[src/rtl/md5_result_check.sv]
// md5_result_check: adds the MD5 IV to the last hash_op state, compares the digest
// with the host target and runs the found/done search session.
module md5_result_check #(
    parameter logic [31:0] IV_A = 32'h67452301,
    parameter logic [31:0] IV_B = 32'hefcdab89,
    parameter logic [31:0] IV_C = 32'h98badcfe,
    parameter logic [31:0] IV_D = 32'h10325476
) (
    input  logic         clk,
    input  logic         reset,
    input  logic         en,
    input  logic [31:0]  a_in,
    input  logic [31:0]  b_in,
    input  logic [31:0]  c_in,
    input  logic [31:0]  d_in,
    input  logic [151:0] m_in,
    input  logic         valid_in,
    input  logic [127:0] target_hash,
    input  logic [31:0]  expected_count,
    input  logic         start,
    input  logic         ack,
    output logic         match_found,
    output logic         search_done,
    output logic [151:0] match_string,
    output logic [31:0]  hash_count,
    output logic         busy,
    output logic [1:0]   dbg_state
);

    typedef enum logic [1:0] {
        IDLE   = 2'd0,
        SEARCH = 2'd1,
        FOUND  = 2'd2,
        DONE   = 2'd3
    } state_t;

    state_t         state_q, state_d;
    logic [31:0]    sum_a_q, sum_a_d, sum_b_q, sum_b_d;
    logic [31:0]    sum_c_q, sum_c_d, sum_d_q, sum_d_d;
    logic [151:0]   m_q, m_d;
    logic           v_q, v_d;
    logic [31:0]    count_q, count_d, count_inc;
    logic [151:0]   str_q, str_d;
    logic [127:0]   digest;
    logic           eq;
    logic           evt;
    logic           flush;

    function automatic logic [31:0] swap32(input logic [31:0] w);
        return {w[7:0], w[15:8], w[23:16], w[31:24]};
    endfunction

    assign digest = {swap32(sum_a_q), swap32(sum_b_q), swap32(sum_c_q), swap32(sum_d_q)};
    assign eq     = (digest == target_hash);

    // Handshake: valid_in is taken into stage 1 only on edges with en=1, and a stage-1
    // result is consumed by the session on an edge with en=1 and its valid set; no backpressure.
    assign evt       = en & v_q;
    assign count_inc = (count_q == 32'hFFFF_FFFF) ? count_q : count_q + 32'd1;

    always_comb begin
        state_d = state_q;
        count_d = count_q;
        str_d   = str_q;
        flush   = 1'b0;
        case (state_q)
            IDLE: begin
                if (start) begin
                    state_d = SEARCH;
                    count_d = '0;
                    str_d   = '0;
                    flush   = 1'b1;
                end
            end
            SEARCH: begin
                if (evt) begin
                    count_d = count_inc;
                    // Saturated count never reaches 0, so expected_count=0 only ends on a match.
                    if (eq) begin
                        state_d = FOUND;
                        str_d   = m_q;
                    end else if (count_inc == expected_count) begin
                        state_d = DONE;
                    end
                end
            end
            FOUND, DONE: begin
                if (ack) state_d = IDLE;
            end
            default: state_d = IDLE;
        endcase
    end

    always_comb begin
        sum_a_d = sum_a_q;
        sum_b_d = sum_b_q;
        sum_c_d = sum_c_q;
        sum_d_d = sum_d_q;
        m_d     = m_q;
        v_d     = v_q;
        if (en) begin
            sum_a_d = a_in + IV_A;
            sum_b_d = b_in + IV_B;
            sum_c_d = c_in + IV_C;
            sum_d_d = d_in + IV_D;
            m_d     = m_in;
            v_d     = valid_in;
        end
        if (flush) v_d = 1'b0;
    end

    always_ff @(posedge clk or posedge reset) begin
        if (reset) begin
            state_q <= IDLE;
            count_q <= '0;
            str_q   <= '0;
            sum_a_q <= '0;
            sum_b_q <= '0;
            sum_c_q <= '0;
            sum_d_q <= '0;
            m_q     <= '0;
            v_q     <= 1'b0;
        end else begin
            state_q <= state_d;
            count_q <= count_d;
            str_q   <= str_d;
            sum_a_q <= sum_a_d;
            sum_b_q <= sum_b_d;
            sum_c_q <= sum_c_d;
            sum_d_q <= sum_d_d;
            m_q     <= m_d;
            v_q     <= v_d;
        end
    end

    assign match_found  = (state_q == FOUND);
    assign search_done  = (state_q == FOUND) || (state_q == DONE);
    assign busy         = (state_q == SEARCH);
    assign hash_count   = count_q;
    assign match_string = str_q;
    assign dbg_state    = state_q;

endmodule

[config.mk]
export PLATFORM = sky130hd
export DESIGN_NAME = md5_result_check
export DESIGN_NICKNAME = d
export VERILOG_FILES = /design/src/rtl/md5_result_check.sv
export SDC_FILE = /design/constraint.sdc
export NUM_CORES = 1
export LEC_CHECK = 0
export BUFFER_PORTS_ARGS = -buffer_cell sky130_fd_sc_hd__buf_2
export CAP_MARGIN = 20
export CORE_MARGIN = 3
export CORE_UTILIZATION = 40
export DETAILED_ROUTE_END_ITERATION = 16
export GPL_ROUTABILITY_DRIVEN = 0
export PLACE_DENSITY = 0.66
export SYNTH_ARGS = -nofsm -noshare
export SYNTH_HDL_FRONTEND = slang
export SYNTH_SLANG_ARGS = --single-unit
[constraint.sdc]
create_clock -name clk -period 18.52 [get_ports clk]
set_clock_uncertainty 0.2 [all_clocks]
set_input_delay 4.63 -clock clk [delete_from_list [all_inputs] [get_ports clk]]
set_output_delay 4.63 -clock clk [all_outputs]
set_load 0.03 [all_outputs]
==> run summary <==
The worst-case hold slack is between 0.2 and 0.3 ns. Of the total power, combinational logic draws 0.292. After synthesis, the most frequently instantiated cells are sky130_fd_sc_hd__dfrtp_1 (467), sky130_fd_sc_hd__mux2_2 (207), sky130_fd_sc_hd__o21ai_0 (204).

The routed via count came out at between 15k and 20k. The share of final-layout standard cells stronger than drive strength 1 is 0.339. The worst setup slack after layout is ~10 ns.

The cell count of the worst reg-to-reg path is 10. Clock tree synthesis selected as its root buffer the cell sky130_fd_sc_hd__clkbuf_16. The detailed router's first-iteration violation count is about 1.5k. The area of the core is between 0.05 and 0.06 mm^2. The via count of the first global-routing pass is about 19k. The top cell type's share of synthesized area is 0.508.

The remaining max-slew budget at the tightest pin is 0.184. The count of port buffers added during placement is 634. The initial standard-cell utilization of the core is 0.406. The average instance area after synthesis is 10.2 um^2.

The run finished with clean final reports. Measured along the x axis, the die boundary spans roughly 250 um. The synthesized design spends more area on one cell type than any other, namely sky130_fd_sc_hd__dfrtp_1. TritonCTS built the clock tree. The fraction of registers with async set/reset is 1.00. In the synthesized netlist the dominant register cell turns out to be sky130_fd_sc_hd__dfrtp_1. The wire length of the first global-routing pass is ~110000 um. STA classifies the critical path endpoint as a flop.

The final wirelength is 76300 um. sky130_fd_sc_hd__dfrtp_1 is the most common cell in the netlist. The number of core rows came out at 87.

The later-pin clock latency in the skew report is approximately 0.6 ns. OpenSTA, run right after detailed placement, puts the worst setup slack at just under 10 ns. The number of search-and-repair iterations in the first detailed-routing pass is 5. The delay contributed by the slowest stage of the critical path is 0.65 ns.

The setup path with the least slack is of type primary input to flop. The count of endpoints failing setup in the final report is 0. The slowest stage of the critical path belongs to the cell sky130_fd_sc_hd__buf_12. The count of final max-slew check failures came to 0. The final cycle utilization of the critical path is 0.455. The count of clock tree sinks is 467.

The number of endpoints with negative hold slack in the final report came out at 0. The tightest min-delay check is of the flop to flop type. The count of buffer and inverter cells on the critical path came out at 2.

The remaining antenna violation count after routing came out at 0. The distinct cell type count of the synthesized netlist came out at 76. For this design the ratio of total power to cell area is roughly 120 mW/mm^2.

After detailed routing, the number of remaining DRC violations is 0. The completed layout was analyzed and its total power is roughly 0.0036 W. The share of total power dissipated in sequential elements is 0.391. The post-CTS clock slew at the launch and capture registers of the worst setup and hold paths is about 0.070 ns. Setup repair after global routing left no endpoint under its margin. In this run the number of cells on the critical path is 11. The largest net degree at the start of global routing is between 200 and 300. The number of inserted filler cells in the final layout came out at 5207. The power dissipated by switching net loads came out at roughly 0.0013 W. The leakage power total came out at 13.2 nW.

The largest voltage drop on the vdd net is ~0.094 mV. For the final routed database, the setup TNS stands at 0 ns. Across the run, the number of max-cap violations was 0. The cell count after synthesis came out at between 2k and 2.5k. The internal power consumption came out at 0.00229 W. The synthesized design contains 0 enable-type register cells.

The number of clock buffers inserted by TritonCTS came out at 53. The highest attainable clock frequency came out at around 0.12 GHz. The final net count is 3285. Once the clock tree was built, the setup fixing pass inserted 0 buffers.

The fraction of the yosys area taken by sequential cells is 0.508. The final HPWL from detailed placement is about 57000 um. STA puts the critical path data required time at roughly 19 ns. The number of warnings issued by yosys is 0. The fraction of power spent switching nets came out at 0.364.

The number of levels the H-tree was split into came out at 2. Counting along the longest clock path gives a buffer depth of 3. The overall die height is around 250 um. The post-route minimum period is about 8.4 ns. For the pin with the worst max-slew slack, the measured transition is about 1.2 ns. The die covers ~0.060 mm^2. Global routing finished with a remaining overflow of 0. The startpoint kind of the worst setup timing path is a primary input. The number of cells on the worst hold path is 2. In the global route stage, overall resource usage came out at 0.243. The arrival time of data at the critical path endpoint came out at 8.72 ns.

The number of gates given a new drive strength after cts came out at 0. The fraction of power consumed by the clock network is 0.317. The maximum fanout count along the critical path is roughly 280. approximately 640 I/O pins were placed.

Using the TritonRoute via totals, the vias-per-cell ratio works out to between 5 and 6. Sorting the synthesized cells by area gives the leading types as sky130_fd_sc_hd__dfrtp_1 (51%), sky130_fd_sc_hd__mux2_2 (10%), sky130_fd_sc_hd__xnor2_1 (5.8%). The synthesized area came out at 0.0230 mm^2.

Relative to the synthesized area, the layout overhead comes to 25.1%. The hold buffer count at cts is 0. Traced cell by cell, the critical path runs through buf_2, xnor2_1, nand4_1, nor4_1, nand2_1, nor4_1, nand3_1, a21oi_4, buf_12, nand3_1, o21ai_0.

The routed length per instance is between 20 and 25 um. The synthesized netlist net count is 2695. On the critical path the largest part of the delay comes from simple AND/OR/NAND/NOR gates. The initial antenna violation count is 34.

The flip-flop and latch count after synthesis came out at about 470.
## kinds of logic (layout without fill, tap and decap cells)
family                   after synthesis  count (layout)  synth area share
XOR/XNOR                             263             263             0.100
AND/OR/NAND/NOR                      590             590             0.131
adder cells (fa/ha/maj)                5               5           0.00272
AO/OA/AOI/OAI                        415             415             0.104
buffers and inverters                296             928            0.0519
other                                  0              29                 0
flip-flops                           467             467             0.508
multiplexers                         208             208             0.102
## metal layers
layer,vias to the layer above,GRT usage,part of all wire
li1,8931,-,-
met1,9557,0.324,0.41
met2,820,0.390,0.47
met3,187,0.0523,0.080
met4,12,0.0936,0.039
met5,-,0,0.0011
## through the flow
stage / instance area, um^2 / util / instances
6_report: 28800 / 0.508 / 3661
5_1_grt: 28800 / 0.508 / 3656
4_1_cts: 28700 / 0.506 / 3631
3_5_place_dp: 26700 / 0.473 / 3534
3_3_place_gp: 26700 / 0.473 / 3534
2_1_floorplan: 23000 / - / 2244
## layout by cell type, fill, tap and decap left out, types with 4 or more instances in the layout
master,netlist,final
sky130_fd_sc_hd__or3_1,10,10
sky130_fd_sc_hd__o2bb2ai_1,4,4
sky130_fd_sc_hd__clkbuf_16,0,53
sky130_fd_sc_hd__a31oi_1,15,15
sky130_fd_sc_hd__diode_2,0,29
sky130_fd_sc_hd__buf_4,0,13
sky130_fd_sc_hd__nand4_1,34,34
sky130_fd_sc_hd__nor4_1,27,27
sky130_fd_sc_hd__mux2_2,207,207
sky130_fd_sc_hd__buf_2,35,633
sky130_fd_sc_hd__inv_1,182,181
sky130_fd_sc_hd__nor3_1,20,20
sky130_fd_sc_hd__a21o_1,7,7
sky130_fd_sc_hd__a22o_1,6,6
sky130_fd_sc_hd__o21ai_0,204,204
sky130_fd_sc_hd__and3_1,14,14
sky130_fd_sc_hd__xnor2_1,153,153
sky130_fd_sc_hd__and2_1,4,4
sky130_fd_sc_hd__clkinv_2,0,7
sky130_fd_sc_hd__clkbuf_8,0,11
sky130_fd_sc_hd__nor2_1,139,139
sky130_fd_sc_hd__nor2b_1,12,11
sky130_fd_sc_hd__nand2b_1,9,9
sky130_fd_sc_hd__a21boi_0,4,4
sky130_fd_sc_hd__o31ai_1,16,16
sky130_fd_sc_hd__nand3_1,185,185
sky130_fd_sc_hd__dfrtp_1,467,467
sky130_fd_sc_hd__a21oi_1,91,91
sky130_fd_sc_hd__xor2_1,110,110
sky130_fd_sc_hd__o21ai_1,28,28
sky130_fd_sc_hd__nand2_1,101,101
sky130_fd_sc_hd__clkbuf_1,63,9
sky130_fd_sc_hd__ha_1,5,5
sky130_fd_sc_hd__a211oi_1,4,4
sky130_fd_sc_hd__o22ai_1,4,4
sky130_fd_sc_hd__bufinv_16,0,9
## path summary, 6_finish.rpt
kind / startpoint / to / slack, ns
min in group asynchronous: reset / m_q[100] / 3.98
hold reg to reg: m_q[0] / match_string[0] / 0.29
setup / recovery: target_hash[0] / match_string[137] / 10.09
setup reg to reg: sum_d_q[24] / match_string[137] / 13.77
max in group asynchronous: reset / sum_a_q[14] / 11.71
hold / removal: m_q[0] / match_string[0] / 0.29
## registers in the layout, indices dropped and copies added (netlist names)
| name | flops |
|---|---|
| sum_a_q | 32 |
| hash_count | 32 |
| dbg_state | 2 |
| sum_d_q | 32 |
| match_string | 152 |
| sum_b_q | 32 |
| v_q | 1 |
| m_q | 152 |
| sum_c_q | 32 |
## power by group through the flow
stage	Clock [W]	Combinational, W	Sequential, W
6_report	0.00114	0.00105	0.00141
5_1_grt	0.00121	0.00112	0.00143
4_1_cts	0.00116	0.00105	0.00140
3_5_place_dp	0	0.00105	0.00141
3_3_place_gp	0	0.00103	0.00141
2_1_floorplan	0	0.000329	0.00173
## final cells by class
type / count / area, um^2 / area share
Timing Repair Buffer: 649 / 3330 / 0.116
Clock buffer: 73 / 1510 / 0.0525
Multi-Input combinational cell: 1481 / 10100 / 0.352
Inverter: 182 / 691 / 0.0240
Clock inverter: 24 / 408 / 0.0142
Tap cell: 756 / 946 / 0.0329
Antenna cell: 29 / 72.6 / 0.00252
Sequential cell: 467 / 11700 / 0.406
## worst register-to-register path, stage by stage, from the launching register on
cell                      delay, ns
sky130_fd_sc_hd__dfrtp_1       0.42
sky130_fd_sc_hd__xnor2_1       0.39
sky130_fd_sc_hd__nand4_1       0.25
sky130_fd_sc_hd__nor4_1        0.39
sky130_fd_sc_hd__nand2_1       0.09
sky130_fd_sc_hd__nor4_1        0.52
sky130_fd_sc_hd__nand3_1       0.42
sky130_fd_sc_hd__a21oi_4       0.63
sky130_fd_sc_hd__buf_12        0.66
sky130_fd_sc_hd__nand3_1       0.55
sky130_fd_sc_hd__o21ai_0       0.13
(Power assumes the default switching activity.)
